## config.mk

```make
export PLATFORM = sky130hd
export DESIGN_NAME = nco_mixer
export DESIGN_NICKNAME = d
export VERILOG_FILES = /design/src/rtl/nco_mixer.sv
export SDC_FILE = /design/constraint.sdc
export NUM_CORES = 2
export LEC_CHECK = 0
export CAP_MARGIN = 0
export CORE_MARGIN = 5
export CORE_UTILIZATION = 45
export CTS_BUF_LIST = sky130_fd_sc_hd__clkbuf_8
export DETAILED_ROUTE_END_ITERATION = 7
export GPL_TIMING_DRIVEN = 0
export SETUP_SLACK_MARGIN = 0.3
export SYNTH_ARGS = -nofsm -noshare
export SYNTH_HDL_FRONTEND = slang
export SYNTH_SLANG_ARGS = --single-unit
```

## constraint.sdc

```tcl
create_clock -name clk -period 13.6 [get_ports clk]
set_input_delay 1.36 -clock clk [delete_from_list [all_inputs] [get_ports clk]]
set_output_delay 1.36 -clock clk [all_outputs]
set_load 0.05 [all_outputs]
```

## src/rtl/nco_mixer.sv

```systemverilog
`default_nettype none
// +--------------------------------------------------------------------------+
// | nco_mixer : complex sample x NCO phasor mixer, 3-stage elastic pipeline  |
// | Revision  : 1.0                                                          |
// +--------------------------------------------------------------------------+
module nco_mixer #(
   parameter bit CONJ = 1'b0
) (
   input  logic        clk,
   input  logic        srst,
   input  logic [31:0] i_nco_data,
   input  logic        i_nco_valid,
   output logic        i_nco_ready,
   input  logic [31:0] i_samp_data,
   input  logic        i_samp_valid,
   output logic        i_samp_ready,
   input  logic        flush,
   output logic [31:0] o_data,
   output logic        o_valid,
   input  logic        o_ready,
   output logic        busy
);

   logic               adv;
   logic               accept;
   logic signed [15:0] a, b, c, s;
   logic signed [31:0] ac_w, bs_w, as_w, bc_w;
   logic signed [32:0] sum_i_w, sum_q_w;

   logic               v1_q, v1_d, v2_q, v2_d, v3_q, v3_d;
   logic signed [31:0] ac_q, ac_d, bs_q, bs_d, as_q, as_d, bc_q, bc_d;
   logic signed [32:0] i_q, i_d, q_q, q_d;
   logic [31:0]        data_q, data_d;

   // Round half up at bit 15, then clamp into the Q1.15 range.
   function automatic logic [15:0] sat_round(input logic signed [32:0] v);
      logic signed [33:0] t;
      t = (34'(v) + 34'sd16384) >>> 15;
      if (t > 34'sd32767)
         sat_round = 16'h7FFF;
      else if (t < -34'sd32768)
         sat_round = 16'h8000;
      else
         sat_round = t[15:0];
   endfunction

   assign a = i_samp_data[15:0];
   assign b = i_samp_data[31:16];
   assign c = i_nco_data[15:0];
   assign s = i_nco_data[31:16];

   assign ac_w = a * c;
   assign bs_w = b * s;
   assign as_w = a * s;
   assign bc_w = b * c;

   assign adv          = !v3_q || o_ready;
   assign accept       = i_nco_valid && i_samp_valid && adv && !flush && !srst;
   assign i_nco_ready  = accept;
   assign i_samp_ready = accept;

   generate
      if (CONJ) begin : g_conj
         assign sum_i_w = 33'(ac_q) + 33'(bs_q);
         assign sum_q_w = 33'(bc_q) - 33'(as_q);
      end else begin : g_direct
         assign sum_i_w = 33'(ac_q) - 33'(bs_q);
         assign sum_q_w = 33'(as_q) + 33'(bc_q);
      end
   endgenerate

   always_comb begin
      v1_d   = v1_q;
      v2_d   = v2_q;
      v3_d   = v3_q;
      ac_d   = ac_q;
      bs_d   = bs_q;
      as_d   = as_q;
      bc_d   = bc_q;
      i_d    = i_q;
      q_d    = q_q;
      data_d = data_q;
      if (adv) begin
         v1_d = accept;
         v2_d = v1_q;
         v3_d = v2_q;
         if (accept) begin
            ac_d = ac_w;
            bs_d = bs_w;
            as_d = as_w;
            bc_d = bc_w;
         end
         if (v1_q) begin
            i_d = sum_i_w;
            q_d = sum_q_w;
         end
         if (v2_q) begin
            data_d = {sat_round(q_q), sat_round(i_q)};
         end
      end
      // Flush drops every stage regardless of downstream backpressure.
      if (flush) begin
         v1_d = 1'b0;
         v2_d = 1'b0;
         v3_d = 1'b0;
      end
   end

   always_ff @(posedge clk or posedge srst) begin
      if (srst) begin
         v1_q   <= 1'b0;
         v2_q   <= 1'b0;
         v3_q   <= 1'b0;
         ac_q   <= '0;
         bs_q   <= '0;
         as_q   <= '0;
         bc_q   <= '0;
         i_q    <= '0;
         q_q    <= '0;
         data_q <= '0;
      end else begin
         v1_q   <= v1_d;
         v2_q   <= v2_d;
         v3_q   <= v3_d;
         ac_q   <= ac_d;
         bs_q   <= bs_d;
         as_q   <= as_d;
         bc_q   <= bc_d;
         i_q    <= i_d;
         q_q    <= q_d;
         data_q <= data_d;
      end
   end

   assign o_data  = data_q;
   assign o_valid = v3_q;
   assign busy    = v1_q || v2_q || v3_q;

endmodule
`default_nettype wire

```

* Word-level counts from Yosys, hierarchy flattened
Index checks and enable logic that the tools add are counted.
Operators by class: $add $sub $neg 4, reduce and logical (&&, ||, !) cells 14, $lt $le $gt $ge 4, multipliers 4, muxes and demuxes 10
Operators with widths (number):
- $mul 16x16->32 | 4
- $add 33x16->34 const B | 2
- $mux 16 | 4
- $gt 19x16->1 const B | 2
- $lt 19x16->1 const B | 2
- $add 32x32->33 | 1
- $sub 32x32->33 | 1
- $mux 1 | 6
- $reduce_and 2->1 | 3
- $logic_and 1x1->1 | 4
- $logic_not 1->1 | 3
- $logic_or 1x1->1 | 3
- $reduce_bool 2->1 | 1
Storage, ports and cells: input bits 70, register bits after elaboration 229, output and inout bits 36, logic and storage cells 46

* Logic depth before layout (Yosys ltp)
word-level depth 7, depth in mapped cells 25, gate-level depth less buffers 24

* Least setup slack after synthesis
No wires, ideal clock.
kind input -> register, from input port i_samp_data[11], to register ac_q[30], stages on the path 21, path slack 6.605 ns, arrival time 6.926 ns, required time 13.531 ns, cells stage by stage clkbuf_1 -> nand2_1 -> fa_1 -> fa_1 -> fa_1 -> inv_1 -> fa_1 -> fa_1 -> inv_1 -> fa_1 -> inv_1 -> ha_1 -> nor3_1 -> nor2_1 -> nand4_1 -> and2_1 -> o41ai_4 -> a21oi_1 -> o311a_1 -> or4_1 -> nand3_1
On the way: longest elaborated chain between the ends 1
RTL lines:
- start: declaration | RTL line 14 | input logic [31:0] i_samp_data,
- $mul 16x16->32 | RTL line 52 | assign ac_w = a * c;
- end signal: assignment | RTL line 114 | ac_q <= '0;
- end signal: assignment | RTL line 125 | ac_q <= ac_d;
- end: declaration | RTL line 31 | logic signed [31:0] ac_q, ac_d, bs_q, bs_d, as_q, as_d, bc_q, bc_d;
Every way passes these cells. A chain may end at the register's enable or synchronous reset.

* Worst setup path in the final report
from input port i_nco_data[31], to register as_q[27]
On the way: longest elaborated chain between the ends 1
RTL lines:
- start: declaration | RTL line 11 | input logic [31:0] i_nco_data,
- $mul 16x16->32 | RTL line 54 | assign as_w = a * s;
- end signal: assignment | RTL line 127 | as_q <= as_d;
- end: declaration | RTL line 31
Every way passes these cells.

==> results.sh <==
export IMPL_hp_class="reg2reg"
export IMPL_drtIter0Drc=3444
export IMPL_cp_max_fo=11
export IMPL_synth_seq_cells=201
export IMPL_crit_type="in2reg"
export IMPL_ioPinCount=106
export IMPL_worst_pin_slew_ps=1528
export IMPL_critPathMaxStageDelay_ps=1030
export IMPL_area_growth_pct=7.533
export IMPL_insertion_delay_ps=620
export IMPL_cts_setup_buffers=0
export IMPL_ant_nets=0
export IMPL_yosysWarnings=0
export IMPL_critPathBufInv=5
export IMPL_start_util_pct=45.15
export IMPL_stdcell_count=7171
export IMPL_start_kind="input port"
export IMPL_hold_depth=2
export IMPL_clkSinkCount=201
export IMPL_syn_area_per_cell_sq_um=9.059
export IMPL_hp_start="ac_q[0]"
export IMPL_reg2regPathDepth=7
export IMPL_arrival_ps=10160
export IMPL_reg2reg_from="o_valid"
export IMPL_cts_resized_gates=0
export IMPL_ys_seq_area_share_pct=10.11
export IMPL_drtPass1Iterations=6
export IMPL_grt_pass1_vias=38950
export IMPL_io_buffers=105
export IMPL_synth_edf_count=0
export IMPL_ys_types=78
export IMPL_multi_input_area_sq_um=39250
export IMPL_cts_buffers=38
export IMPL_root_buffer="clkbuf_8"
export IMPL_seq_area_sq_um=5030
export IMPL_crit_top_cell="fa_1"
export IMPL_maxCapViolations=1
export IMPL_antenna_found_initial=21
export IMPL_die_w_um=342.5
export IMPL_place_congestion=1.008
export IMPL_finalHoldViolCount=0
export IMPL_cts_htree_levels=2
export IMPL_core_area_sq_um=110200
export IMPL_clk_path_buf_depth=3
export IMPL_drive_above_1_share_pct=1.447
export IMPL_die_area_sq_um=117300
export IMPL_vias=38570
export IMPL_clock_skew_ps=30.03
export IMPL_final_common_cell="inv_1"
export IMPL_slowest_stage="clkdlybuf4s50_1"
export IMPL_syn_inst=5493
export IMPL_min_to="ac_q[0]"
export IMPL_core_rowCount=122
export IMPL_grt_max_degree=124
export IMPL_setup_viol=0
export IMPL_final_cell_mix="inv_1 (1,222), fa_1 (1,048), nand2_1 (741), and2_1 (505), ha_1 (392)"
export IMPL_report_final_slew_viol_count=11
export IMPL_hpwlAfterDp_um=140200
export IMPL_synth_top_area_share_pct=42.16
export IMPL_ys_async_sr_fraction_pct=100.0
export IMPL_fin_nets=7149
export IMPL_grt_pass1_wl_um=252200
export IMPL_synthTopCellsByArea="fa_1 (42%), dfrtp_1 (10%), ha_1 (9.9%), inv_1 (9.1%), and2_1 (6.3%)"
export IMPL_die_height_um=342.5
export IMPL_yosys_area_top_type="fa_1"
export IMPL_layout_min_cycle_time_ps=9719
export IMPL_vias_per_cell=5.378
export IMPL_dp_cells=7087
export IMPL_r2r_end="as_q[25]"
export IMPL_grtUsageTotal_pct=29.22
export IMPL_finalWirelength_um=169300
export IMPL_synth_top_flop_cell="dfrtp_1"
export IMPL_required_ps=14040
export IMPL_relSlewSlack_pct=-1.836
export IMPL_grt_overflow_total=0
export IMPL_syn_area_sq_um=49760
export IMPL_ff2ff_setup_slack_ps=8880
export IMPL_wire_per_inst_um=23.61
export IMPL_grt_setup_unrepaired="no"
export IMPL_violations="capacitance limit, slew limit"
export IMPL_syn_num_nets=7003
export IMPL_crit_chain="clkdlybuf4s50_1 -> clkinv_1 -> clkbuf_1 -> nor2_1 -> fa_1 -> fa_1 -> fa_1 -> fa_1 -> fa_1 -> inv_1 -> fa_1 -> inv_1 -> ha_1 -> and3_1 -> nand2_1 -> or3_1 -> nor4_1 -> o211ai_1 -> nand2_1 -> a21bo_2 -> a211oi_1 -> o41ai_1"
export IMPL_clkTransAtPathRegs_ps=60
export IMPL_cp_end_kind="register"
export IMPL_tns_ps=0
export IMPL_cts_tree="yes"
export IMPL_nFillCells=10680
export IMPL_status="finished, violations left"
export IMPL_cts_hold_buf=0
export IMPL_drc=0
export IMPL_period_share_pct=71.46
export IMPL_fmax_ghz=0.1029
export IMPL_crit_family="adder cells"
==> worst min-delay path, stage by stage (launching register included) <==
cell     delay (ps)
dfrtp_1         340
nand2_1          50
nand2_1          50
==> synthesized netlist by cell type (30+ instances only) <==
library cell  number
inv_1           1210
fa_1            1048
nand2_1          741
and2_1           505
ha_1             392
clkbuf_1         235
dfrtp_1          201
a21oi_1          131
nor2_1           122
xnor2_1          113
o21ai_0          110
o21ai_1           82
xor2_1            71
a21o_1            52
nand3_1           48
nand2b_1          38
nor3_1            33
o211ai_1          30
==> worst max path at each step <==
stage	startpoint	endpoint	depth (start not counted)
4_1_cts	i_nco_data[31]	as_q[27]	22
3_5_place_dp	i_nco_data[31]	as_q[27]	22
2_1_floorplan	i_samp_data[11]	ac_q[30]	21
6_report	i_nco_data[31]	as_q[27]	22
5_1_grt	i_nco_data[31]	as_q[27]	22
3_3_place_gp	i_nco_data[31]	as_q[27]	22
==> registers in the layout (all words and copies together) (netlist names) <==
signal / flops
bs_q: 32
bc_q: 32
i_q: 19
v1_q: 1
ac_q: 32
v2_q: 1
as_q: 32
o_data: 32
o_valid: 1
q_q: 19
==> through the flow <==
step	hold slack (ps)	util, %	instance area (sq um)	worst slack (ps)
2_1_floorplan	430.0	-	49760	6605
3_3_place_gp	450.9	47.79	52670	3471
3_5_place_dp	456.4	47.82	52710	3460
4_1_cts	470.0	48.51	53470	4093
5_1_grt	485.4	48.52	53470	3668
6_report	465.4	48.55	53510	3881
==> logic make-up (layout without fill, tap and decap cells) <==
group	after synthesis	in the layout	synth area share [%]
other	0	17	0
buffers and inverters	1457	1630	11.01
AOI/OAI and AO/OA	592	592	7.564
adders and majority gates	1440	1440	52.02
DFF	201	201	10.11
and+or+nand+nor	1610	1610	15.87
muxes	9	9	0.1911
xor gates and xnor gates	184	184	3.239
==> layout make-up <==
type                       count  area share [%]
multi-input combinational   3835           73.36
sequential                   201           9.400
inverter                    1213           8.523
tap                         1488           3.479
timing repair buffer         106           2.016
buffer                       244           1.726
clock buffer                  46           1.183
clock inverter                21          0.2338
antenna                       17         0.07950
==> routing by layer <==
layer	wire, um	up-vias	global-route usage [%]
met3	18890	268	8.411
met4	7627	10	10.95
met2	73060	1707	43.78
met1	69660	19680	40.53
li1	-	16910	-
met5	92	-	0
Power is left out: the tool's default activity adds up to more than one toggle a clock period on the data nets, which glitch-free logic cannot reach.
